## src/rtl/uart_pkg.sv

```systemverilog
// Shared definitions for the 8N1 serial transmitter and the matching receiver.
package uart_pkg;

  typedef enum logic [1:0] {
    IDLE  = 2'd0,
    START = 2'd1,
    DATA  = 2'd2,
    STOP  = 2'd3
  } uart_state_e;

  localparam int   DATA_BITS   = 8;
  localparam logic LINE_IDLE   = 1'b1;
  localparam logic START_LEVEL = 1'b0;
  localparam logic STOP_LEVEL  = 1'b1;

endpackage

```

## src/rtl/uart_tx_if.sv

```systemverilog
// Parallel load handshake plus serial line of the transmitter.
interface uart_tx_if;

  logic [7:0] d;
  logic       en;
  logic       ready;
  logic       busy;
  logic       tx;

  modport master (
    output d,
    output en,
    input  ready,
    input  busy,
    input  tx
  );

  modport slave (
    input  d,
    input  en,
    output ready,
    output busy,
    output tx
  );

endinterface

```

## src/rtl/uart_tx_baud_gen.sv

```systemverilog
// Bit-period counter: tick is high during the last clock of each serial bit.
module baud_gen #(
  parameter int CLKS_PER_BIT = 16
) (
  input  logic clk,
  input  logic rst,
  input  logic run,
  output logic tick
);

  localparam int CW = (CLKS_PER_BIT > 1) ? $clog2(CLKS_PER_BIT) : 1;
  localparam logic [CW-1:0] LAST = CW'(CLKS_PER_BIT - 1);

  logic [CW-1:0] r_cnt;

  // Held at zero while stopped so every frame starts on a full bit period.
  always_ff @(posedge clk or posedge rst) begin
    if (rst) begin
      r_cnt <= '0;
    end else if (!run) begin
      r_cnt <= '0;
    end else if (r_cnt == LAST) begin
      r_cnt <= '0;
    end else begin
      r_cnt <= r_cnt + CW'(1);
    end
  end

  assign tick = run && (r_cnt == LAST);

endmodule

```

## src/rtl/uart_tx.sv

```systemverilog
// 8N1 serial transmitter: start bit, 8 data bits LSB-first, stop bit.
module uart_tx
  import uart_pkg::*;
#(
  parameter int CLKS_PER_BIT = 16
) (
  input  logic     clk,
  input  logic     rst,
  uart_tx_if.slave bus
);

  localparam logic [1:0] S_IDLE  = 2'(IDLE);
  localparam logic [1:0] S_START = 2'(START);
  localparam logic [1:0] S_DATA  = 2'(DATA);
  localparam logic [1:0] S_STOP  = 2'(STOP);
  localparam logic [2:0] LAST_BIT = 3'(DATA_BITS - 1);

  if (CLKS_PER_BIT < 2 || CLKS_PER_BIT > 65535) begin : g_badParam
    $error("uart_tx: CLKS_PER_BIT must be within 2..65535");
  end

  logic [1:0] r_state;
  logic [7:0] r_shift;
  logic [2:0] r_bitIdx;
  logic       r_tx;
  logic       r_ready;
  logic       r_busy;
  logic       w_run;
  logic       w_tick;

  assign w_run = (r_state != S_IDLE);

  baud_gen #(
    .CLKS_PER_BIT(CLKS_PER_BIT)
  ) u_baud (
    .clk (clk),
    .rst (rst),
    .run (w_run),
    .tick(w_tick)
  );

  // Outputs are registered alongside the state, so tx always reflects the
  // level of the bit currently being driven with no path from en or d.
  always_ff @(posedge clk or posedge rst) begin
    if (rst) begin
      r_state  <= S_IDLE;
      r_shift  <= 8'h00;
      r_bitIdx <= 3'd0;
      r_tx     <= LINE_IDLE;
      r_ready  <= 1'b1;
      r_busy   <= 1'b0;
    end else begin
      case (r_state)
        S_IDLE: begin
          if (bus.en && r_ready) begin
            r_shift  <= bus.d;
            r_bitIdx <= 3'd0;
            r_tx     <= START_LEVEL;
            r_ready  <= 1'b0;
            r_busy   <= 1'b1;
            r_state  <= S_START;
          end
        end
        S_START: begin
          if (w_tick) begin
            r_tx    <= r_shift[0];
            r_state <= S_DATA;
          end
        end
        S_DATA: begin
          if (w_tick) begin
            r_shift <= r_shift >> 1;
            if (r_bitIdx == LAST_BIT) begin
              r_tx    <= STOP_LEVEL;
              r_state <= S_STOP;
            end else begin
              r_bitIdx <= r_bitIdx + 3'd1;
              r_tx     <= r_shift[1];
            end
          end
        end
        S_STOP: begin
          if (w_tick) begin
            r_tx    <= LINE_IDLE;
            r_ready <= 1'b1;
            r_busy  <= 1'b0;
            r_state <= S_IDLE;
          end
        end
        default: begin
          r_tx    <= LINE_IDLE;
          r_ready <= 1'b1;
          r_busy  <= 1'b0;
          r_state <= S_IDLE;
        end
      endcase
    end
  end

  assign bus.tx    = r_tx;
  assign bus.ready = r_ready;
  assign bus.busy  = r_busy;

endmodule

```

## src/flat_wrapper.sv

```systemverilog
// flat-port wrapper written by rule: the top's interface ports become plain ports
module uart_tx_flat import uart_pkg::*;
#(
  parameter int CLKS_PER_BIT = 16
)
  (clk, rst, bus_d, bus_en, bus_ready, bus_busy, bus_tx);
  uart_tx_if bus_i ();
  input  logic clk;
  input  logic rst;
  input wire logic [$bits(bus_i.d)-1:0] bus_d;
  input wire logic [$bits(bus_i.en)-1:0] bus_en;
  output wire logic [$bits(bus_i.ready)-1:0] bus_ready;
  output wire logic [$bits(bus_i.busy)-1:0] bus_busy;
  output wire logic [$bits(bus_i.tx)-1:0] bus_tx;
  assign bus_i.d = bus_d;
  assign bus_i.en = bus_en;
  assign bus_ready = bus_i.ready;
  assign bus_busy = bus_i.busy;
  assign bus_tx = bus_i.tx;
  uart_tx #(.CLKS_PER_BIT(CLKS_PER_BIT)) u_core (.clk(clk), .rst(rst), .bus(bus_i));
endmodule
```

## config.mk

```make
export PLATFORM = sky130hd
export DESIGN_NAME = uart_tx_flat
export DESIGN_NICKNAME = d
export VERILOG_FILES = /design/src/rtl/uart_pkg.sv /design/src/rtl/uart_tx_if.sv /design/src/rtl/uart_tx_baud_gen.sv /design/src/rtl/uart_tx.sv /design/src/flat_wrapper.sv
export SDC_FILE = /design/constraint.sdc
export NUM_CORES = 1
export LEC_CHECK = 0
export ABC_CLOCK_PERIOD_IN_PS = 1920
export CORE_AREA = 2 2 67 69
export DETAILED_ROUTE_END_ITERATION = 12
export DIE_AREA = 0 0 69 71
export PLACE_DENSITY_LB_ADDON = 0.15
export SYNTH_ARGS = -nofsm -noshare
export SYNTH_HDL_FRONTEND = slang
export SYNTH_SLANG_ARGS = --single-unit
export TNS_END_PERCENT = 10
```

## constraint.sdc

```tcl
create_clock -name clk -period 1.92 [get_ports clk]
set_input_delay 0.192 -clock clk [delete_from_list [all_inputs] [get_ports clk]]
set_output_delay 0.192 -clock clk [all_outputs]
set_load 0.005 [all_outputs]
```

After elaboration in Yosys (flattened, before gate mapping). Cells that the tools add are included.

Mux-type cells: 25. Reduce and logical (&&, ||, !) cells: 11. Equality and inequality tests: 11. Add/sub/neg operators: 2.

Operators by type and width (count): $mux W8 (2); $pmux W8 S2 (1); $mux W2 (5); $mux W3 (3); $mux W4 (2); $ne A2 B2 Y1 const B (4); $pmux W2 S4 (1); $reduce_and A4 Y1 (2); $mux W1 (7); $pmux W3 S2 (1); $reduce_and A3 Y1 (2); $reduce_bool A2 Y1 (3); $reduce_and A5 Y1 (1); $add A4 B1 Y4 const B (1); $eq A2 B2 Y1 const B (2); $eq A4 B4 Y1 const B (1); $ne A2 B1 Y1 const B (2); $pmux W1 S2 (2); $pmux W1 S4 (1); $add A3 B1 Y3 const B (1); $eq A3 B3 Y1 const B (1); $eq A2 B1 Y1 const B (1); $logic_and A1 B1 Y1 (2); $logic_not A2 Y1 (1).

Flip-flop bits (word level): 20. Output and inout port bits: 3.

Depth between registers and ports, before layout.
Depth after elaboration: 4. Depth in mapped cells: 6. Depth with buffers taken out: 5.

Modules after synthesis. From an unflattened synthesis, not the netlist that was laid out.

Cells, all modules: 100. Area, all modules: 1119.8 sq um.

Modules (own cells, without submodules): uart_tx (cells each 84, area an instance 942.2 sq um, times used 1); baud_gen (cells each 16, area an instance 177.7 sq um, times used 1).

Worst setup path after synthesis. OpenSTA, ideal clock, no wires.

Path type: register to register. Start point: reg u_core.r_state[0]. End point: reg u_core.r_tx, in the netlist u_core.bus.tx. Arrival time: 1.634 ns. Setup time: 0.082 ns. Path slack: 0.204 ns. Cell stages (with the launch flop): 6. Period minus slack after synthesis: 1.716 ns. Data required time: 1.838 ns. Buffers on the path: 0. Path through: dfrtp_1 > inv_1 > ha_1 > or3_1 > o21ai_0 > mux2_2.

Longest elaborated chain between the ends: 4. Elaborated cells on any way between the ends: 12.

Ends and longest elaborated chain: start: declaration (line uart_tx.sv:22) `logic [1:0] r_state;`; start signal: assignment (line uart_tx.sv:46) `r_state <= S_IDLE;`; start signal: assignment (line uart_tx.sv:61) `r_state <= S_START;`; start signal: assignment (line uart_tx.sv:67) `r_state <= S_DATA;`; $reduce_bool A2 Y1 (line uart_tx.sv:31) `assign w_run = (r_state != S_IDLE);`; $logic_and A1 B1 Y1 (line uart_tx_baud_gen.sv:29) `assign tick = run && (r_cnt == LAST);`; $ne A2 B2 Y1 (no line); $reduce_and A4 Y1 (no line); end signal: assignment (line uart_tx.sv:66) `r_tx <= r_shift[0];`; end signal: assignment (line uart_tx.sv:78) `r_tx <= r_shift[1];`; end: declaration (line uart_tx.sv:25) `logic r_tx;`.

Parallel ways exist; a longest one is shown, timed or not. A chain may end at the register's enable or synchronous reset.

Worst setup path after layout. Same ends and word-level chain as after synthesis.

==> impl.org <==
** Global routing
- Total routing usage reported by global routing :: around 11%
- Grt total ovfl :: 0
- Entering global routing, the biggest net connects 21 pins.
- For this run, global-route usage on met2 was measured as approximately 18%.
- Global-route wire length before repair :: ~4200 um
- Via count of the first global-routing pass :: 879
- For this run, global-route usage on met1 was measured as 13.9%.
- The number of antenna violations at the first check in global routing was 0.
- Met3 Track Usage GR :: around 1.7%
- After global routing, the most crowded layer is met2.

** Floorplanning
- Area of the core region :: 4200 um^2
- Starting utilization of the core area :: 27.0%
- Overall die area :: roughly 5000 um^2
- Die Width :: ~69 um
- 14 I/O pins were placed.
- The floorplan has 24 rows.
- Vert. Die Dim :: 71 um

** Routing
- Number of nets with antenna violations after routing :: 0
- Count of TritonRoute iterations in the first routing pass :: 4
- In the routed design, unresolved DRC markers number 0.
- Dividing the detail-routed via count by the number of cells gives about 5.
- The final route contains around 890 vias.
- DRC violation total after the first TritonRoute iteration :: 48
- Routed length per placed instance :: roughly 14 um
- Summed over all layers, the routed wires come to ~2500 um.

** Critical path
- CP peak stage delay :: between 0.4 and 0.5 ns
- End of the worst register-to-register path :: u_core.bus.tx
- For flop-to-flop paths, the worst setup slack is approximately 0.11 ns.
- Critical path fanouts, max :: 5
- Traced cell by cell, the critical path runs through inv_1 -> ha_1 -> or3_1 -> o21ai_0 -> mux2_2.
- Startpoint of the lowest-slack register-to-register path :: u_core.r_state[0]
- Data arrival time at the worst-slack endpoint :: between 2 and 2.5 ns
- Slowest stage cell, crit path :: sky130_fd_sc_hd__dfrtp_1
- Worst Reg-to-Reg Cells :: 5
- The worst setup path is launched from a flop.
- Critical path buffers and inverters :: 1
- CP Class :: reg2reg
- Category of cells accounting for the largest share of critical-path delay :: flip-flops
- STA classifies the critical path endpoint as a flop.
- STA puts the critical path data required time at 2.12 ns.

** Timing
- Post-layout min period :: about 1.8 ns
- Setup violations remaining at the end of the flow were counted as 0.
- RSZ-0062 raised after global routing :: false
- For the pin with the worst max-slew slack, the measured transition is about 0.33 ns.
- Final hold analysis gives a worst-case slack of 0.250 ns.
- The worst path uses 94.3% of the clock period.
- Endpoints failing hold :: 0
- Max_slew headroom :: 77.8%
- Clock skew :: 0.00536 ns
- Worst Setup Slack, final :: 0.109 ns
- Final sum of negative setup slack :: 0 ns
- Final-report max-slew violation count :: 0
- Maximum frequency from static timing analysis :: 552 MHz

** Placed design
- Weighted congestion reported at the end of routability-driven placement :: 0.818
- HPWL Detailed :: ~1800 um
- Count of input and output buffers :: 13
- Pre-CTS WS :: roughly 0.14 ns

** Synth
- The biggest area contributor in the post-synthesis netlist is sky130_fd_sc_hd__dfrtp_1.
- Yosys synthesis warning count :: 0
- Cell area after synthesis :: ~1100 um^2
- Most frequent cells after synthesis :: sky130_fd_sc_hd__dfrtp_1 (18), sky130_fd_sc_hd__ha_1 (8), sky130_fd_sc_hd__inv_1 (7), sky130_fd_sc_hd__o211ai_1 (7)
- In this run, synthesis inferred 0 flip-flops with an integrated enable.
- Synth cell types :: 34
- Counting flops with an async set or reset pin after synthesis yields a share of 100%.
- Synthesis produced a netlist with a net count of ~120.
- Proportion of netlist area held by the largest area contributor :: around two fifths
- Count leader, synth :: sky130_fd_sc_hd__dfrtp_1
- Register area share after synthesis :: ~44%
- Synthesis inferred 20 register bits.
- Leading register cell type out of synthesis :: sky130_fd_sc_hd__dfrtp_1
- Ranked by total cell area, the synthesized netlist is headed by sky130_fd_sc_hd__dfrtp_1 (40%), sky130_fd_sc_hd__ha_1 (8.8%), sky130_fd_sc_hd__mux2i_1 (5.3%), sky130_fd_sc_hd__dfstp_2 (4.6%), sky130_fd_sc_hd__o211ai_1 (4.6%).
- Averaged over all synthesized cells, the footprint is about 11 um^2.
- Synth Instances :: 104

** Finish
- In the final design database the tool counted ~150 nets.
- In the final layout, the share of cells above drive strength 1 is around 14%.
- The repair_antennas step left the layout with diodes totalling 0.
- Layout-stage area growth over the synthesis result :: 24.9%
- The layout has between 400 and 500 filler cells.

** Min path
- The worst hold path belongs to the class in2async.

** Power and ir drop
- In this run the static leakage power is around 0.63 nW.
- Power spread over the standard cell area amounts to 1250 nW/um^2.
- Worst vdd rail ir drop :: between 500 and 600 uV

** Clock tree
- Setup repair bufs after CTS :: 0
- Bufs on Longest Clock Path :: 2
- Root buffer cell :: sky130_fd_sc_hd__clkbuf_8
- Total CTS buffers :: 3
- The clock net in this run drives a total of 20 sinks.
- Clock transition at the registers of the reported paths :: around 0.08 ns
- TritonCTS built the clock tree.
- The clock reaches the later pin of the worst-skew pair after approximately 0.27 ns.
- Number of H-tree levels :: 1

** Job
- Max Cap Viol :: 0

** Status
- Outcome :: finished, final reports clean
## power breakdown
| group | switching [mW] | leakage, nW | internal [mW] |
|---|---|---|---|
| Clock | 0.152 | 0.0288 | 0.183 |
| Combinational | 0.393 | 0.354 | 0.381 |
| Sequential | 0.119 | 0.244 | 0.547 |
| Total | 0.664 | 0.627 | 1.11 |
## cell families after synthesis
kind of cell / Yosys count / synth area share (%)
DFF: 20 / 44.4
and+or+nand+nor: 25 / 14.4
buffers and inverters: 9 / 3.75
muxes: 7 / 6.29
AOI/OAI and AO/OA: 34 / 21.6
adders and majority gates: 8 / 8.83
xor gates and xnor gates: 1 / 0.773
## flip-flops by register name, summed over array words and instances, names as in the netlist
name and flops:
u_core.bus.ready 1, u_core.bus.busy 1, u_core.r_shift 8, u_core.bus.tx 1
u_core.r_bitIdx 3, u_core.u_baud.r_cnt 4, u_core.r_state 2
## routing by layer
layer	wire length (um)	vias up
met5	0	-
met4	58	0
met3	53	5
met2	1170	15
met1	1210	433
li1	-	435
## worst min-delay path, cell delays in order
cell and delay (ns):
sky130_fd_sc_hd__clkdlybuf4s50_1 0.40, sky130_fd_sc_hd__inv_1 0.05, sky130_fd_sc_hd__buf_4 0.27
## worst max path at each step
| stage | slack [ns] | end | cells after the start | startpoint |
|---|---|---|---|---|
| after floorplan | 0.20 | u_core.bus.tx | 5 | u_core.r_state[0] |
| after global placement | 0.19 | u_core.bus.tx | 5 | u_core.r_state[0] |
| after detailed placement | 0.14 | u_core.r_bitIdx[0] | 5 | u_core.r_state[0] |
| after CTS | 0.12 | u_core.r_bitIdx[0] | 5 | u_core.r_state[0] |
| after global routing | 0.0008 | u_core.bus.tx | 5 | u_core.r_state[0] |
| final | 0.11 | u_core.bus.tx | 5 | u_core.r_state[0] |
## what timing repair did
item                                    CTS  global route
resized for setup                         0             1
hold buffers                              0             0
endpoints found under the setup margin    0             1
## through the flow
stage	power, mW	instances	util (%)	cell area [um^2]
6_report	1.77	177	33.7	1420
5_1_grt	1.92	177	33.7	1420
4_1_cts	1.79	177	33.6	1410
3_5_place_dp	1.45	173	32.3	1360
3_3_place_gp	1.42	173	32.3	1360
2_1_floorplan	1.22	104	-	1130
## area by class of cell
| cell class | instances | area (um^2) | share of cell area (%) |
|---|---|---|---|
| clock buffer | 4 | 55.1 | 3.89 |
| inverter | 7 | 26.3 | 1.86 |
| multi-input combinational | 75 | 592 | 41.8 |
| sequential | 20 | 503 | 35.5 |
| tap | 52 | 65.1 | 4.59 |
| timing repair buffer | 19 | 175 | 12.4 |
## placed cells by master, fill, tap and decap left out
cell,n
sky130_fd_sc_hd__a211oi_1,2
sky130_fd_sc_hd__a21bo_2,1
sky130_fd_sc_hd__a21boi_0,1
sky130_fd_sc_hd__a21oi_1,6
sky130_fd_sc_hd__and4b_2,1
sky130_fd_sc_hd__buf_4,6
sky130_fd_sc_hd__clkbuf_8,4
sky130_fd_sc_hd__clkdlybuf4s50_1,13
sky130_fd_sc_hd__dfrtp_1,18
sky130_fd_sc_hd__dfstp_2,2
sky130_fd_sc_hd__ha_1,8
sky130_fd_sc_hd__inv_1,7
sky130_fd_sc_hd__mux2_2,1
sky130_fd_sc_hd__mux2i_1,6
sky130_fd_sc_hd__nand2_1,5
sky130_fd_sc_hd__nand2b_1,2
sky130_fd_sc_hd__nand3_1,2
sky130_fd_sc_hd__nand4b_1,3
sky130_fd_sc_hd__nand4b_4,1
sky130_fd_sc_hd__nor2_1,5
sky130_fd_sc_hd__nor2b_1,1
sky130_fd_sc_hd__nor3_1,1
sky130_fd_sc_hd__nor3b_1,1
sky130_fd_sc_hd__o211ai_1,7
sky130_fd_sc_hd__o21a_1,5
sky130_fd_sc_hd__o21ai_0,3
sky130_fd_sc_hd__o21ai_2,1
sky130_fd_sc_hd__o22ai_1,1
sky130_fd_sc_hd__o2bb2ai_1,1
sky130_fd_sc_hd__o31ai_1,1
sky130_fd_sc_hd__o32a_1,5
sky130_fd_sc_hd__or2_2,1
sky130_fd_sc_hd__or3_1,1
sky130_fd_sc_hd__or4b_1,1
sky130_fd_sc_hd__xnor2_1,1
No activity file was read; power rests on OpenSTA's default activity.
==> patch 1: new RTL, config.mk and constraints unchanged <==
`CLKS_PER_BIT` is set to 16 in 3 places; all go to 8.
--- a/src/rtl/uart_tx_baud_gen.sv
+++ b/src/rtl/uart_tx_baud_gen.sv
@@ -1,6 +1,6 @@
 // Bit-period counter: tick is high during the last clock of each serial bit.
 module baud_gen #(
-  parameter int CLKS_PER_BIT = 16
+  parameter int CLKS_PER_BIT = 8
 ) (
   input  logic clk,
   input  logic rst,
--- a/src/rtl/uart_tx.sv
+++ b/src/rtl/uart_tx.sv
@@ -2,7 +2,7 @@
 module uart_tx
   import uart_pkg::*;
 #(
-  parameter int CLKS_PER_BIT = 16
+  parameter int CLKS_PER_BIT = 8
 ) (
   input  logic     clk,
   input  logic     rst,
--- a/src/flat_wrapper.sv
+++ b/src/flat_wrapper.sv
@@ -1,7 +1,7 @@
 // flat-port wrapper written by rule: the top's interface ports become plain ports
 module uart_tx_flat import uart_pkg::*;
 #(
-  parameter int CLKS_PER_BIT = 16
+  parameter int CLKS_PER_BIT = 8
 )
   (clk, rst, bus_d, bus_en, bus_ready, bus_busy, bus_tx);
   uart_tx_if bus_i ();
Formal check against the unedited RTL: not equivalent (a bounded check fails within 10 cycles, from zero or initial values and one cycle with rst high).
==> patch 1 against the unedited design <==
Routed wire length fell by 15%. Critical path type unchanged. Area after synthesis fell by 7.7%. Sequential cell count fell by 1. Largest cell class unchanged. Cell area fell by 8.5%. Setup slack got worse by 0.018 ns. Global-route usage fell by 1.2 points. Critical path depth did not move. Via count fell by 9.7%.
Power is not compared: it rests on default switching activity, and its combinational part moved more than twofold at a synthesized area within 25%.
==> patch 1: results (changes against the unedited design) <==
* Status: completed (unchanged)
* Congestion Overflow GR at 0 (unchanged)
* Gr usage total at 9.73% (was 10.9%)
* CTS resizes at 0 (unchanged)
* CP arrival at 1.97 ns (was 2.01 ns)
* Dpl cell area at 1250 sq um (was 1360 sq um)
* CP max stage cell: dfrtp_1 (unchanged)
* Largest net degree at the start of global routing at 20 (was 21)
* Global Route met2 Usage at 16.1% (was 17.7%)
* Detailed Route Iter0 Violations at 29 (was 48)
* Global-route wire length before repair at 3880 um (was 4240 um)
* Regs by FF count: u_core.r_shift: 8 flops, u_core.r_bitIdx: 3 flops, u_core.u_baud.r_cnt: 3 flops (was u_core.r_shift: 8 flops, u_core.u_baud.r_cnt: 4 flops, u_core.r_bitIdx: 3 flops)
* Grt met3 use at 3.42% (was 1.71%)
* Placed cells at 166 (was 173)
* Reg2Reg Setup Slack at 0.09 ns (was 0.11 ns)
* Register area share after synthesis at 45.7% (was 44.4%)
* Top post-synthesis cells by count: 17 x dfrtp_1, 12 x a21oi_1, 9 x ha_1, 8 x inv_1, 8 x nor3_1 (was 18 x dfrtp_1, 8 x ha_1, 7 x inv_1, 7 x o211ai_1)
* Worst-path fanout max at 4 (was 5)
* Hold slack final at 0.260 ns (was 0.250 ns)
* Worst skew pair latency at 0.25 ns (was 0.27 ns)
* GP Congestion at 0.740 (was 0.818)
* Cells after Synth at 100 (was 104)
* Met1 GRT Util at 12.4% (was 13.9%)
* Synth unique cells at 33 (was 34)
* Via density at 4.72 (was 5.02)
* Worst r2r path cells at 5 (unchanged)
* Layout Skew at 0.00323 ns (was 0.00536 ns)
* DP HPWL at 1580 um (was 1800 um)
* Dpl ws at 0.115 ns (was 0.142 ns)
* Syn nets at 120 (was 123)
* Vias at 802 (was 888)
* Vias in the first global route at 867 (was 879)
* Share of cells above drive strength 1 at 12.7% (was 14.4%)
[patch 1: worst max path at each step]
| stage | start | end | slack (ns) | depth (start not counted) |
|---|---|---|---|---|
| final | u_core.r_state[0]$_DFFE_PP0P_ | u_core.r_state[1]$_DFFE_PP0P_ | 0.09 | 5 |
| after global routing | u_core.r_state[0]$_DFFE_PP0P_ | u_core.r_bitIdx[2]$_DFFE_PP0P_ | 0.02 | 6 |
| after CTS | u_core.r_state[0]$_DFFE_PP0P_ | u_core.r_bitIdx[2]$_DFFE_PP0P_ | 0.09 | 6 |
| after detailed placement | u_core.r_state[0]$_DFFE_PP0P_ | u_core.r_bitIdx[2]$_DFFE_PP0P_ | 0.12 | 6 |
| after global placement | u_core.r_state[0]$_DFFE_PP0P_ | u_core.r_state[1]$_DFFE_PP0P_ | 0.16 | 5 |
| after floorplan | u_core.r_state[0]$_DFFE_PP0P_ | u_core.r_state[1]$_DFFE_PP0P_ | 0.11 | 6 |
[patch 1: logic make-up after synthesis]
kind of cell	after synthesis	share of synthesized area [%]
compound gates	25	14.0
fa+ha+maj	9	10.8
buf+inv	14	6.94
flops	19	45.7
mux	9	8.85
simple gates	24	13.8
[patch 1: routing by layer]
layer  up-vias  wire, um
li1        388         -
met4         0        11
met5         -         0
met3         2       102
met1       393      1020
met2        19       981
[patch 1: worst max-delay path: cells and delay by family, from the launching register on]
kind | cells | cell delay, ns
and+or+nand+nor | 1 | 0.39
muxes | 1 | 0.37
DFF | 1 | 0.39
buffers and inverters | 1 | 0.10
AOI/OAI and AO/OA | 1 | 0.24
adders and majority gates | 1 | 0.23
[patch 1: cell type report]
type / count / area (sq um)
Fill cell: 450 / 2910
Multi-Input combinational cell: 67 / 495
Sequential cell: 19 / 478
Timing Repair Buffer: 20 / 183
Tap cell: 52 / 65.1
Clock buffer: 4 / 45.0
Inverter: 8 / 30.0
[patch 1: where the power goes]
group | switching (mW) | leakage (nW) | internal [mW]
Sequential | 0 | 0.228 | 0.400
Clock | 0.129 | 0.0228 | 0.147
Combinational | 0.0138 | 0.331 | 0.0216
==> patch 2: new RTL, same flow settings <==
Without the edit above. Reset style: synchronous (`rst`), changed in 2 clocked blocks.
--- a/src/rtl/uart_tx_baud_gen.sv
+++ b/src/rtl/uart_tx_baud_gen.sv
@@ -14,7 +14,7 @@
   logic [CW-1:0] r_cnt;
 
   // Held at zero while stopped so every frame starts on a full bit period.
-  always_ff @(posedge clk or posedge rst) begin
+  always_ff @(posedge clk) begin
     if (rst) begin
       r_cnt <= '0;
     end else if (!run) begin
--- a/src/rtl/uart_tx.sv
+++ b/src/rtl/uart_tx.sv
@@ -41,7 +41,7 @@
 
   // Outputs are registered alongside the state, so tx always reflects the
   // level of the bit currently being driven with no path from en or d.
-  always_ff @(posedge clk or posedge rst) begin
+  always_ff @(posedge clk) begin
     if (rst) begin
       r_state  <= S_IDLE;
       r_shift  <= 8'h00;
Formal check against the unedited RTL: differs if rst is asserted again (counterexample within 4 cycles, from zero or initial values and one cycle with rst high); with rst held inactive, the same outputs for 10 cycles.
==> patch 2 against the unedited design <==
Via count decreased by 0.11%. Synthesized cell count up 14%. Clock power shrank 3%. Sequential cell count is the same. Cell area fell by 3.8%. Fmax grew 5.4%. Worst hold slack improved by 0.20 ns. Total power down 10%. Setup slack improved by 0.092 ns. Routed wire length is 10% lower. Area after synthesis down 1.7%. Die area unchanged. Sequential power down 15%.
==> patch 2: results (changes against the unedited design) <==
* Vias in the first global route at 868 (was 879)
* P_int at 1.05 mW (was 1.11 mW)
* Worst-path fanout max at 10 (was 5)
* Gr usage total at 10.1% (was 10.9%)
* Max_slew headroom at 71.3% (was 77.8%)
* Detailed Route Iter0 Violations at 26 (was 48)
* Hold Crit Class: register to register (was input pin to asynchronous set/reset pin)
* GP Congestion at 0.722 (was 0.818)
* Number of fill cells at 453 (was 435)
* Top post-synthesis cells by count: 20 x dfxtp_1, 19 x nand2_1, 9 x mux2i_1, 8 x ha_1 (was 18 x dfrtp_1, 8 x ha_1, 7 x inv_1, 7 x o211ai_1)
* Root Buffer: clkbuf_8 (unchanged)
* XOR/XNOR share of the synthesized area at 1.57% (was 0.773%)
* Drt pass-1 iters at 5 (was 4)
* Status: completed (unchanged)
* Compound-Gate Fraction of Synth Area at 15.7% (was 21.6%)
* Share of cells above drive strength 1 at 14.8% (was 14.4%)
* Ys async rst share at 0% (was 100%)
* VDD IR-drop max at 0.000293 V (was 0.000576 V)
* Final Instance Count excl. Fillers at 187 (was 177)
* Placed cells at 183 (was 173)
* Post-Synth Adder-Cell Area at 8.98% (was 8.83%)
* DP HPWL at 1650 um (was 1800 um)
* Area contributors post-synth: dfxtp_1 36%, ha_1 9.0%, mux2i_1 8.1%, mux2_2 7.1%, nand2_1 6.4% (was dfrtp_1 40%, ha_1 8.8%, mux2i_1 5.3%, dfstp_2 4.6%, o211ai_1 4.6%)
* Synth unique cells at 35 (was 34)
* Clock transition at path regs at 0.08 ns (about the same)
* Multiplexer share of the synthesized area at 15.2% (was 6.29%)
* Register area share after synthesis at 35.9% (was 44.4%)
* CP max stage cell: ha_1 (was dfrtp_1)
* Max incr delay on CP at 0.38 ns (was 0.43 ns)
* Synth Area per Inst at 9.37 sq um (was 10.9 sq um)
* Reg2Reg Launch Point: u_core.r_state[0]$_SDFFE_PP0P_ (was u_core.r_state[0]$_DFFE_PP0P_)
* Layout Skew at 0.00181 ns (was 0.00536 ns)
* Leakage at 0.582 nW (was 0.627 nW)
* CP arrival at 1.91 ns (was 2.01 ns)
* Reg2Reg Setup Slack at 0.20 ns (was 0.11 ns)
* Global-route wire length before repair at 3990 um (was 4240 um)
* Cell family with most CP delay: adder cells (was flip-flops)
* R2R Path End: u_core.r_shift[0]$_SDFFE_PP0P_ (was u_core.bus.tx$_DFFE_PP1P_)
* Syn nets at 138 (was 123)
## patch 2: changes by cell type after synthesis, sizes merged, moves of 3 or more
cell,unedited run,this run
nand2,5,19
o21a,5,1
mux2i,6,9
dfrtp,18,0
mux2,1,7
o32a,5,0
buf,2,5
dfxtp,0,20
inv,7,4
## patch 2: layout make-up
cell class	instances	share of cell area [%]
Clock buffer	4	4.04
Multi-Input combinational cell	89	48.4
Inverter	4	1.10
Tap cell	52	4.78
Sequential cell	20	29.4
Timing Repair Buffer	18	12.3
## patch 2: power by group through the flow
| stage | sequential, mW | clock [mW] | combinational (mW) |
|---|---|---|---|
| 3_5_place_dp | 0.576 | 0 | 0.704 |
| 4_1_cts | 0.566 | 0.342 | 0.706 |
| 6_report | 0.567 | 0.325 | 0.698 |
| 2_1_floorplan | 0.563 | 0 | 0.537 |
| 3_3_place_gp | 0.573 | 0 | 0.705 |
| 5_1_grt | 0.580 | 0.359 | 0.785 |
## patch 2: stage by stage
stage | instance area (sq um) | power (mW) | hold WS, ns | setup slack, ns | utilization (%)
after floorplan | 1110 | 1.10 | 0.331 | 0.360 | -
final | 1360 | 1.59 | 0.448 | 0.202 | 32.4
after CTS | 1360 | 1.61 | 0.452 | 0.0909 | 32.4
after global routing | 1360 | 1.72 | 0.489 | 0.0258 | 32.4
after global placement | 1310 | 1.28 | 0.431 | 0.130 | 31.1
after detailed placement | 1310 | 1.28 | 0.435 | 0.110 | 31.1
## patch 2: what timing repair did
action	CTS	global route
endpoints found under the setup margin	0	1
gates resized for setup	0	1
buffers inserted	0	0
## patch 2: layer usage
metal	global-route usage, %	part of all wire [%]	vias up
li1	-	-	457
met1	13.0	50	413
met2	16.6	45	13
met3	1.85	3.4	4
met4	4.58	1.3	0
met5	0	0	-
